--- config.mk ---
export PLATFORM = sky130hd
export DESIGN_NAME = stepgen_cmd_sched
export DESIGN_NICKNAME = d
export VERILOG_FILES = /design/src/rtl/stepgen_cmd_sched.sv
export SDC_FILE = /design/constraint.sdc
export NUM_CORES = 1
export LEC_CHECK = 0
export CAP_MARGIN = 20
export CORE_UTILIZATION = 53
export DETAILED_ROUTE_END_ITERATION = 7
export GPL_ROUTABILITY_DRIVEN = 0
export PLACE_DENSITY_LB_ADDON = 0.15
export SLEW_MARGIN = 20
export SYNTH_ARGS = -nofsm -noshare
export SYNTH_HDL_FRONTEND = slang
export SYNTH_SLANG_ARGS = --single-unit
--- constraint.sdc ---
create_clock -name clk -period 5.45 [get_ports clk]
set_clock_uncertainty 0.1 [all_clocks]
set_input_delay 1.09 -clock clk [delete_from_list [all_inputs] [get_ports clk]]
set_output_delay 1.09 -clock clk [all_outputs]
set_load 0.01 [all_outputs]
--- src/rtl/stepgen_cmd_sched.sv ---
// Stages SPI velocity bytes in shadow registers, validates each frame and commits all four velocities at once; owns the command watchdog and the safe-stop ramp.
// Latency: commit, pulses, watchdog and ramp updates take effect on the edge that samples the event; every output is registered.
// Backpressure: none; a byte is accepted every cycle and ticks are never deferred.
module stepgen_cmd_sched #(
  parameter int         F         = 11,
  parameter int         WDT_W     = 8,
  parameter int         WDT_LIMIT = 200,
  parameter logic [F:0] RAMP      = (F+1)'(16)
) (
  input  logic         clk,
  input  logic         rst,
  input  logic         frame_start,
  input  logic         frame_end,
  input  logic         byte_valid,
  input  logic [4:0]   byte_addr,
  input  logic [7:0]   byte_data,
  input  logic         tick,
  output logic [F:0]   vel0,
  output logic [F:0]   vel1,
  output logic [F:0]   vel2,
  output logic [F:0]   vel3,
  output logic         frame_ok,
  output logic         frame_err,
  output logic         safe_stop,
  output logic [7:0]   err_count
);

  typedef logic [F:0] vel_t;

  // Capture state for the frame currently being received.
  vel_t       shadow_q [4];
  vel_t       shadow_d [4];
  logic [7:0] xor_q, xor_d;
  logic [3:0] exp_q, exp_d;
  logic       bad_q, bad_d;

  // Committed / watchdog state.
  vel_t             vel_q [4];
  vel_t             vel_d [4];
  logic [WDT_W-1:0] wdt_q, wdt_d;
  logic             safe_q, safe_d;
  logic [1:0]       p_q, p_d;
  logic             ok_q, ok_d;
  logic             err_q, err_d;
  logic [7:0]       errcnt_q, errcnt_d;

  logic             commit;

  // One ramp step toward zero; magnitude is taken one bit wider so -2^F does not overflow.
  function automatic vel_t ramp_step(input vel_t v);
    logic [F+1:0] mag;
    vel_t         r;
    mag = v[F] ? -{v[F], v} : {1'b0, v};
    if (mag <= {1'b0, RAMP}) begin
      r = '0;
    end else if (!v[F]) begin
      r = v - RAMP;
    end else begin
      r = v + RAMP;
    end
    return r;
  endfunction

  // Byte capture: a frame_start clears first, so a coincident byte lands as the first byte.
  always_comb begin
    shadow_d = shadow_q;
    xor_d    = xor_q;
    exp_d    = exp_q;
    bad_d    = bad_q;
    if (frame_start) begin
      xor_d = '0;
      exp_d = '0;
      bad_d = 1'b0;
    end
    if (byte_valid && (byte_addr < 5'd9)) begin
      if (byte_addr != {1'b0, exp_d}) begin
        bad_d = 1'b1;
      end else begin
        exp_d = exp_d + 4'd1;
      end
      if (byte_addr < 5'd8) begin
        xor_d = xor_d ^ byte_data;
        if (byte_addr[0]) begin
          shadow_d[byte_addr[2:1]][F:8] = byte_data[F-8:0];
        end else begin
          shadow_d[byte_addr[2:1]][7:0] = byte_data;
        end
      end else if (byte_data != (xor_d ^ 8'hA5)) begin
        bad_d = 1'b1;
      end
    end
  end

  // Frame judgement uses the capture state as it stood before this cycle's byte.
  assign commit = frame_end && (exp_q == 4'd9) && !bad_q;

  // Commit, watchdog and ramp; a commit suppresses a coincident tick entirely.
  always_comb begin
    vel_d    = vel_q;
    wdt_d    = wdt_q;
    safe_d   = safe_q;
    p_d      = p_q;
    ok_d     = 1'b0;
    err_d    = 1'b0;
    errcnt_d = errcnt_q;
    if (frame_end) begin
      if (commit) begin
        vel_d  = shadow_q;
        ok_d   = 1'b1;
        wdt_d  = '0;
        safe_d = 1'b0;
      end else begin
        err_d = 1'b1;
        if (errcnt_q != 8'hFF) begin
          errcnt_d = errcnt_q + 8'd1;
        end
      end
    end
    if (tick && !commit) begin
      if (!safe_q) begin
        if (wdt_q == WDT_W'(WDT_LIMIT - 1)) begin
          safe_d = 1'b1;
        end else begin
          wdt_d = wdt_q + 1'b1;
        end
      end else begin
        vel_d[p_q] = ramp_step(vel_q[p_q]);
        p_d        = p_q + 2'd1;
      end
    end
  end

  // State registers; reset leaves the block in safe-stop with zero velocity.
  always_ff @(posedge clk or posedge rst) begin
    if (rst) begin
      for (int i = 0; i < 4; i++) begin
        shadow_q[i] <= '0;
        vel_q[i]    <= '0;
      end
      xor_q    <= '0;
      exp_q    <= '0;
      bad_q    <= 1'b0;
      wdt_q    <= '0;
      safe_q   <= 1'b1;
      p_q      <= '0;
      ok_q     <= 1'b0;
      err_q    <= 1'b0;
      errcnt_q <= '0;
    end else begin
      shadow_q <= shadow_d;
      vel_q    <= vel_d;
      xor_q    <= xor_d;
      exp_q    <= exp_d;
      bad_q    <= bad_d;
      wdt_q    <= wdt_d;
      safe_q   <= safe_d;
      p_q      <= p_d;
      ok_q     <= ok_d;
      err_q    <= err_d;
      errcnt_q <= errcnt_d;
    end
  end

  assign vel0      = vel_q[0];
  assign vel1      = vel_q[1];
  assign vel2      = vel_q[2];
  assign vel3      = vel_q[3];
  assign frame_ok  = ok_q;
  assign frame_err = err_q;
  assign safe_stop = safe_q;
  assign err_count = errcnt_q;

endmodule

After elaboration in Yosys (flattened, before gate mapping)
Cells that the tools add are included.
W data, S select, Z words.

storage, ports and cells
  logic and storage cells = 99
  register bits = 130

operators by class
  reductions and logical operators = 11
  order comparisons = 7
  add/subtract/negate cells = 7
  equal/unequal tests = 5
  bitwise logic cells = 5
  mux-type cells = 47

operator list
  operator                 number
  $mux W48                 5
  $bwmux W48               3
  $mux W12                 8
  $demux W12 S2            3
  $mux W8                  9
  $bmux W12 S2             1
  $add A8 B1 Y8 const B    2
  $mux W1                  14
  $le A13 B5 Y1 const B    1
  $mux W13                 1
  $neg A13 Y13             1
  $add A12 B5 Y12 const B  1
  $mux W4                  3
  $sub A12 B5 Y12 const B  1
  $lt A5 B4 Y1 const B     2
  $eq A8 B8 Y1 const B     1
  $ne A8 B8 Y1             1
  $ne A8 B8 Y1 const B     1
  $xor A8 B8 Y8            1
  $ge A3 B3 Y1 const B     2
  $logic_and A1 B1 Y1      6
  $lt A3 B1 Y1 const B     2
  $not A2 Y3               2
  $ne A5 B4 Y1             1
  other kinds (8)          10

Longest topological paths before layout
Gate-level depths: netlist of the first run.

  depth in word-level cells = 13
  depth in mapped cells = 12

Worst setup path before layout of the first run
No wires, ideal clock.

  kind = register to register
  start point = reg p_q[0]
  end point = reg vel_q, in the netlist vel0[0]
  setup time = 0.138 ns
  required time = 5.212 ns
  cell stages (with the launch flop) = 11
  path slack = 2.496 ns
  path buffers = 2
  arrival = 2.716 ns
  cell sequence = dfrtp_1 -> mux4_2 -> inv_1 -> ha_1 -> nand2_1 -> mux2_2 -> o31a_1 -> nor4b_4 -> buf_6 -> buf_6 -> o22ai_1

RTL lines
  item                    line  text
  from (decl)             42    logic [1:0] p_q, p_d;
  from (signal assigned)  157   p_q <= p_d;
  to (signal assigned)    151   vel_q <= vel_d;
  to (decl)               38    vel_t vel_q [4];

==> results.ini, run 1 <==
[global_routing]
gr-total-overflow=0
grt_pass1_vias=5162
grt_pass1_wl_um=27900
grtUsageTotal_pct=28.4
antenna_found_initial=0
grt_max_degree=77

[floorplanning]
fp-row-count=41
core_mm2=0.0126
die_height_um=116
io_pins=78
die_area_mm2=0.0134
die_w_um=116
start_util_pct=54.2

[critical_path]
critPathCaptureType=register
r2r-start=p_q[0]$_DFFE_PP0P_
cp.required_ns=5.60
rrSetupSlack_ns=1.69
critPathMaxFanout=48
crit_path_start_kind=register
ff2ff_path_depth=9
critPathArrivalTime_ns=3.91
r2r-end=vel3[6]$_DFF_PP0_
path_class=register to register

[power]
p_per_area_mw_per_mm2=321
power.leakage_nw=3.41
max-vdd-ir-drop_mv=0.229

[synth]
yosys_warnings=0
syn-instance-count=642
syn-num-nets=677
synth_top_cells_by_count=dfrtp_1 (129), nand2_1 (87), mux2i_1 (45)
yosysUniqueCellTypes=48
async_flop_share_pct=100
synth.cell_area_mm2=0.00684
synth_seq_cells=130
synthFlopType=dfrtp_1
synth_top_area_share_pct=47.2
synth_largest_area_cell=dfrtp_1
synth-edff-count=0
yosysMostFrequentCell=dfrtp_1
syn_avg_cell_area_um2=10.7
synth_area_leaders=dfrtp_1 (47%), mux2_2 (6.7%), mux2i_1 (6.6%)
ys_seq_area_share_pct=47.6

[route]
viasPerCell=5.91
drc_errors=0
wl_met1_um=7900
firstDrtPassIters=5
vias=5296
drt_iter0_drc=494
routed_wl_um=18000
drtAntennaViolNets=0
routed-wl-met2_um=8710
top_layer=met4
wl_per_cell_um=20.0
wl_met3_um=1000

[worst_hold_path]
hold_depth=2
hold-path-endpoint=shadow_q[14]$_DFFE_PP0P_
holdCritStartpoint=shadow_q[14]$_DFFE_PP0P_
hold_path_class=register to register

[clock_network]
cts_sinks=130
h-tree-depth=4
numCtsBuffers=17
hold_buffers=0
path_clk_slew_ns=0.06
post_cts_buffers=0
cts_resized=0
cts_tree=done
cts-root-buf=clkbuf_16
clk_path_buf_depth=2
worstSkewPairLatency_ns=0.42

[timing]
finalSetupViolations=0
rsz0062_at_grt=no
hold_viol_final=0
finalSetupTns_ns=0
final.period_utilization_pct=69.0
clock.fmax_ghz=0.266
fin_ws_ns=1.69
worstMarginPinSlew_ns=1.02
period_minus_slack_ns=3.76
slew_viol_final=0
max_slew_margin_pct=31.8

[place]
post-dp-hpwl_um=12200
io_buffers=77
dp_worst_setup_slack_ns=1.70

[status]
outcome=finished clean

[final_layout]
final_nets=746
area_delta_synth_final_pct=21.7
diodes=0
drive_gt1_share_pct=13.3

[run]
maxCapViolations=0

## routing by layer
layer	vias to the layer above	track usage, %
met2	178	45.4
met3	28	6.90
met5	-	0
met4	0	9.40
li1	2447	-
met1	2643	38.2
## layout make-up
class	count	area (um2)
Fill cell	1032	4290
Multi-Input combinational cell	459	3360
Sequential cell	130	3250
Timing Repair Buffer	84	823
Clock buffer	20	447
Tap cell	172	215
Clock inverter	12	154
Inverter	19	73.8
## critical path, cell delays in order, from the launching register on
cell,delay [ns]
dfrtp_1,0.67
mux4_2,0.66
inv_1,0.09
ha_1,0.28
nand2_1,0.15
mux2_2,0.30
o31a_1,0.31
nor4b_4,0.29
buf_4,0.52
o22ai_1,0.19
## state kept, by name, summed over array words and instances, names as in the netlist, 2 cells and up
name and cells:
wdt_q 8, xor_q 8, vel3 12, shadow_q 48, vel2 12, p_q 2, err_count 8, vel1 12
exp_q 4, vel0 12
## layout by cell type (no fill, tap or decap), types with 7 or more instances in the layout
master             n
a21oi_1           14
buf_4              7
clkbuf_16         17
clkdlybuf4s50_1   77
dfrtp_1          129
ha_1              15
inv_1             18
mux2_2            41
mux2i_1           45
mux4_2            13
nand2_1           87
nand3_1           13
nand4_1            9
nor2_1            36
nor2b_1           20
o21ai_0           25
o22ai_1           44
xnor2_1           23
xor2_1            10
## how the worst max path moves through the flow
stage | start | cells after the start | to
global route | p_q[0]$_DFFE_PP0P_ | 9 | vel0[8]$_DFF_PP0_
detailed placement | frame_end | 7 | vel1[10]$_DFF_PP0_
CTS | p_q[0]$_DFFE_PP0P_ | 9 | vel0[8]$_DFF_PP0_
floorplan | rst | 1 | bad_q$_DFF_PP0_
finish | p_q[0]$_DFFE_PP0P_ | 9 | vel3[6]$_DFF_PP0_
global placement | frame_end | 7 | vel0[5]$_DFF_PP0_
## stage by stage
stage / cells / hold slack [ns] / total power, mW / area, um2 / utilization [%]
5_1_grt: 896 / 0.415 / 2.77 / 8330 / 66.0
2_1_floorplan: 642 / 0.346 / 1.38 / 6840 / -
6_report: 896 / 0.392 / 2.68 / 8330 / 66.0
3_3_place_gp: 864 / 0.363 / 1.50 / 7730 / 61.2
3_5_place_dp: 864 / 0.382 / 1.52 / 7730 / 61.2
4_1_cts: 896 / 0.392 / 2.68 / 8330 / 66.0
## where the power goes
part | total, mW | switching [mW] | internal, mW
Sequential | 1.21 | 0.118 | 1.09
Combinational | 0.301 | 0.138 | 0.164
Clock | 1.17 | 0.433 | 0.732
Total | 2.68 | 0.689 | 1.99
## cell families (layout without fill, tap and decap cells)
family / count (synthesis) / after routing / synth area share, %
simple gates: 198 / 198 / 13.9
fa+ha+maj: 16 / 16 / 3.03
xor+xnor: 33 / 33 / 4.22
mux: 99 / 99 / 17.6
buf+inv: 53 / 135 / 3.42
flops: 130 / 130 / 47.6
compound gates: 113 / 113 / 10.3
Power figures use the tool's default switching activity.
==> inputs of run 2 (changes only) <==
- CORE_UTILIZATION: 53 -> 51
- clock period: 5.45 -> 3.2 ns (I/O delays scaled with it)
==> run 2 against run 1 <==
Compared with the run above: cell count grew 2.2%; worst hold slack got worse by 0.0043 ns; clock power is 68% higher; non-clock buffer count up 20; sequential share of layout area shrank 0.84 points; wire length increased by 0.38%; largest power group unchanged; first-iteration DRC count decreased by 3.2%; highest routed layer unchanged; worst setup slack got worse by 1.5 ns.
==> results.ini, run 2 (synthesis results as in run 1) <==
[route]
drtAntennaViolNets=0  ; unchanged
firstDrtPassIters=5  ; unchanged
drc_errors=0  ; unchanged
viasPerCell=5.95  ; +0.73%
routed_wl_um=18000  ; +0.38%
wl_per_cell_um=19.7  ; -1.8%
vias=5454  ; +3.0%
drt_iter0_drc=478  ; -3.2%

[floorplanning]
core_mm2=0.0129  ; +2.0%
fp-row-count=41  ; unchanged
die_area_mm2=0.0139  ; +3.9%
start_util_pct=53.2  ; -1.1 points
die_w_um=118  ; +1.9%
io_pins=78  ; unchanged
die_height_um=118  ; +1.9%

[timing]
period_minus_slack_ns=3.06  ; -0.701 ns
slew_viol_final=0  ; unchanged
finalSetupViolations=0  ; unchanged
max_slew_margin_pct=37.5  ; +5.7 points
rsz0062_at_grt=no
final.period_utilization_pct=95.5  ; +27 points
hold_viol_final=0  ; unchanged
finalSetupTns_ns=0  ; unchanged
worstMarginPinSlew_ns=0.937  ; -0.0784 ns
clock.fmax_ghz=0.327  ; +23%
whs_ns=0.388  ; -0.00430 ns

[clock_network]
path_clk_slew_ns=0.06  ; about the same
worstSkewPairLatency_ns=0.43  ; about the same
clk_path_buf_depth=2  ; unchanged
hold_buffers=0  ; unchanged
numCtsBuffers=17  ; unchanged
cts_tree=done
h-tree-depth=4  ; unchanged
cts-root-buf=clkbuf_16
cts_sinks=130  ; unchanged

[final_layout]
final_area_mm2=0.00852  ; +2.3%
layout_common_cells=dfrtp_1 (127), nand2_1 (87), clkdlybuf4s50_1 (77)
final_nets=766  ; +2.7%
final_common_cell=dfrtp_1
largest_reg_flops=48  ; unchanged
top_register=shadow_q
num-fill-cells=990  ; -4.1%
area_delta_synth_final_pct=24.5
utilization_pct=66.2  ; +0.16 points
diodes=0  ; unchanged
drive_gt1_share_pct=15.9  ; +2.6 points

[critical_path]
critPathArrivalTime_ns=3.21  ; -0.70 ns
cp.required_ns=3.35  ; -2.25 ns
critPathCaptureType=register
path_class=register to register
crit_path_start_kind=register
critPathMaxFanout=20  ; -58%

[global_routing]
grt_pass1_wl_um=29200  ; +4.8%
grt_pass1_vias=5493  ; +6.4%
grtUsageTotal_pct=27.5  ; -0.87 points
grt.met3_usage_pct=6.54  ; -0.36 points
gr-max-usage-layer=met2
gr-total-overflow=0  ; unchanged
grt_max_degree=99  ; +29%
grt_use_met2_pct=41.9  ; -3.5 points
grt.met1_usage_pct=38.2  ; +0.074 points
antenna_found_initial=0  ; unchanged

[place]
placed_cell_area_mm2=0.00789  ; +2.1%
post-dp-hpwl_um=12700  ; +4.4%
io_buffers=77  ; unchanged

[power]
p_per_area_mw_per_mm2=535  ; +66%
p_total_mw=4.55  ; +70%
max-vdd-ir-drop_mv=0.364  ; +59%
power.leakage_nw=3.51  ; +3.0%

[run]
maxCapViolations=0  ; unchanged

[worst_hold_path]
hold_path_class=register to register

[status]
outcome=finished clean

==> run 2: changes by cell type in the layout (fill, tap and decap cells not counted), sizes merged <==
cell and delta:
clkinv -3, clkbuf +6, inv -2, buf +20, bufinv -1
==> run 2: critical path, stage by stage, from the launching register on <==
cell and delay, ns:
dfrtp_2 0.49, inv_1 0.18, mux4_2 0.53, nand2_1 0.16, mux2_2 0.35, o31a_1 0.31, nor4b_4 0.32, buf_4 0.30
o22ai_1 0.14
==> run 2: worst paths after layout <==
kind,from,end,slack [ns],depth (start not counted)
worst max register to register,p_q[1]$_DFFE_PP0P_,vel0[7]$_DFF_PP0_,0.14,8
worst min-delay path,err_count[6]$_DFFE_PP0P_,err_count[6]$_DFFE_PP0P_,0.39,1
worst min register to register,err_count[6]$_DFFE_PP0P_,err_count[6]$_DFFE_PP0P_,0.39,1
min in group asynchronous,rst,frame_ok$_DFF_PP0_,0.42,2
worst max-delay path,p_q[1]$_DFFE_PP0P_,vel0[7]$_DFF_PP0_,0.14,8
max in group asynchronous,rst,p_q[0]$_DFFE_PP0P_,1.78,3
==> run 2: through the flow <==
step,worst slack (ns),std cells
after floorplan,0.246,642
after global placement,0.118,882
after detailed placement,-0.0000266,882
after CTS,0.0644,914
after global routing,0.0129,916
final,0.143,916
==> run 2: power breakdown <==
group / internal, mW / total [mW] / switching (mW) / leakage, nW
Sequential: 1.86 / 2.07 / 0.208 / 1.72
Clock: 1.26 / 1.97 / 0.713 / 0.288
Combinational: 0.283 / 0.518 / 0.235 / 1.51
==> run 2: timing repair <==
action / in CTS / in global routing
setup endpoints to repair: 2 / 42
buffers inserted: 0 / 2
gates resized for setup: 1 / 5
pin swaps: 0 / 1
==> run 2: layer usage <==
layer,routed length (um),vias to the layer above
met5,0,-
met4,347,0
met3,1300,28
met2,8470,223
met1,7910,2709
li1,-,2494
==> run 2: final cells by class <==
type	instances	area (um2)	area share, %
multi-input cells	459	3370	39.5
flip-flops and latches	130	3260	38.2
repair buffers	104	1000	11.8
clock buffers	26	509	5.98
well taps	172	215	2.53
clock inverters	6	92.6	1.09
inverters	19	75.1	0.881
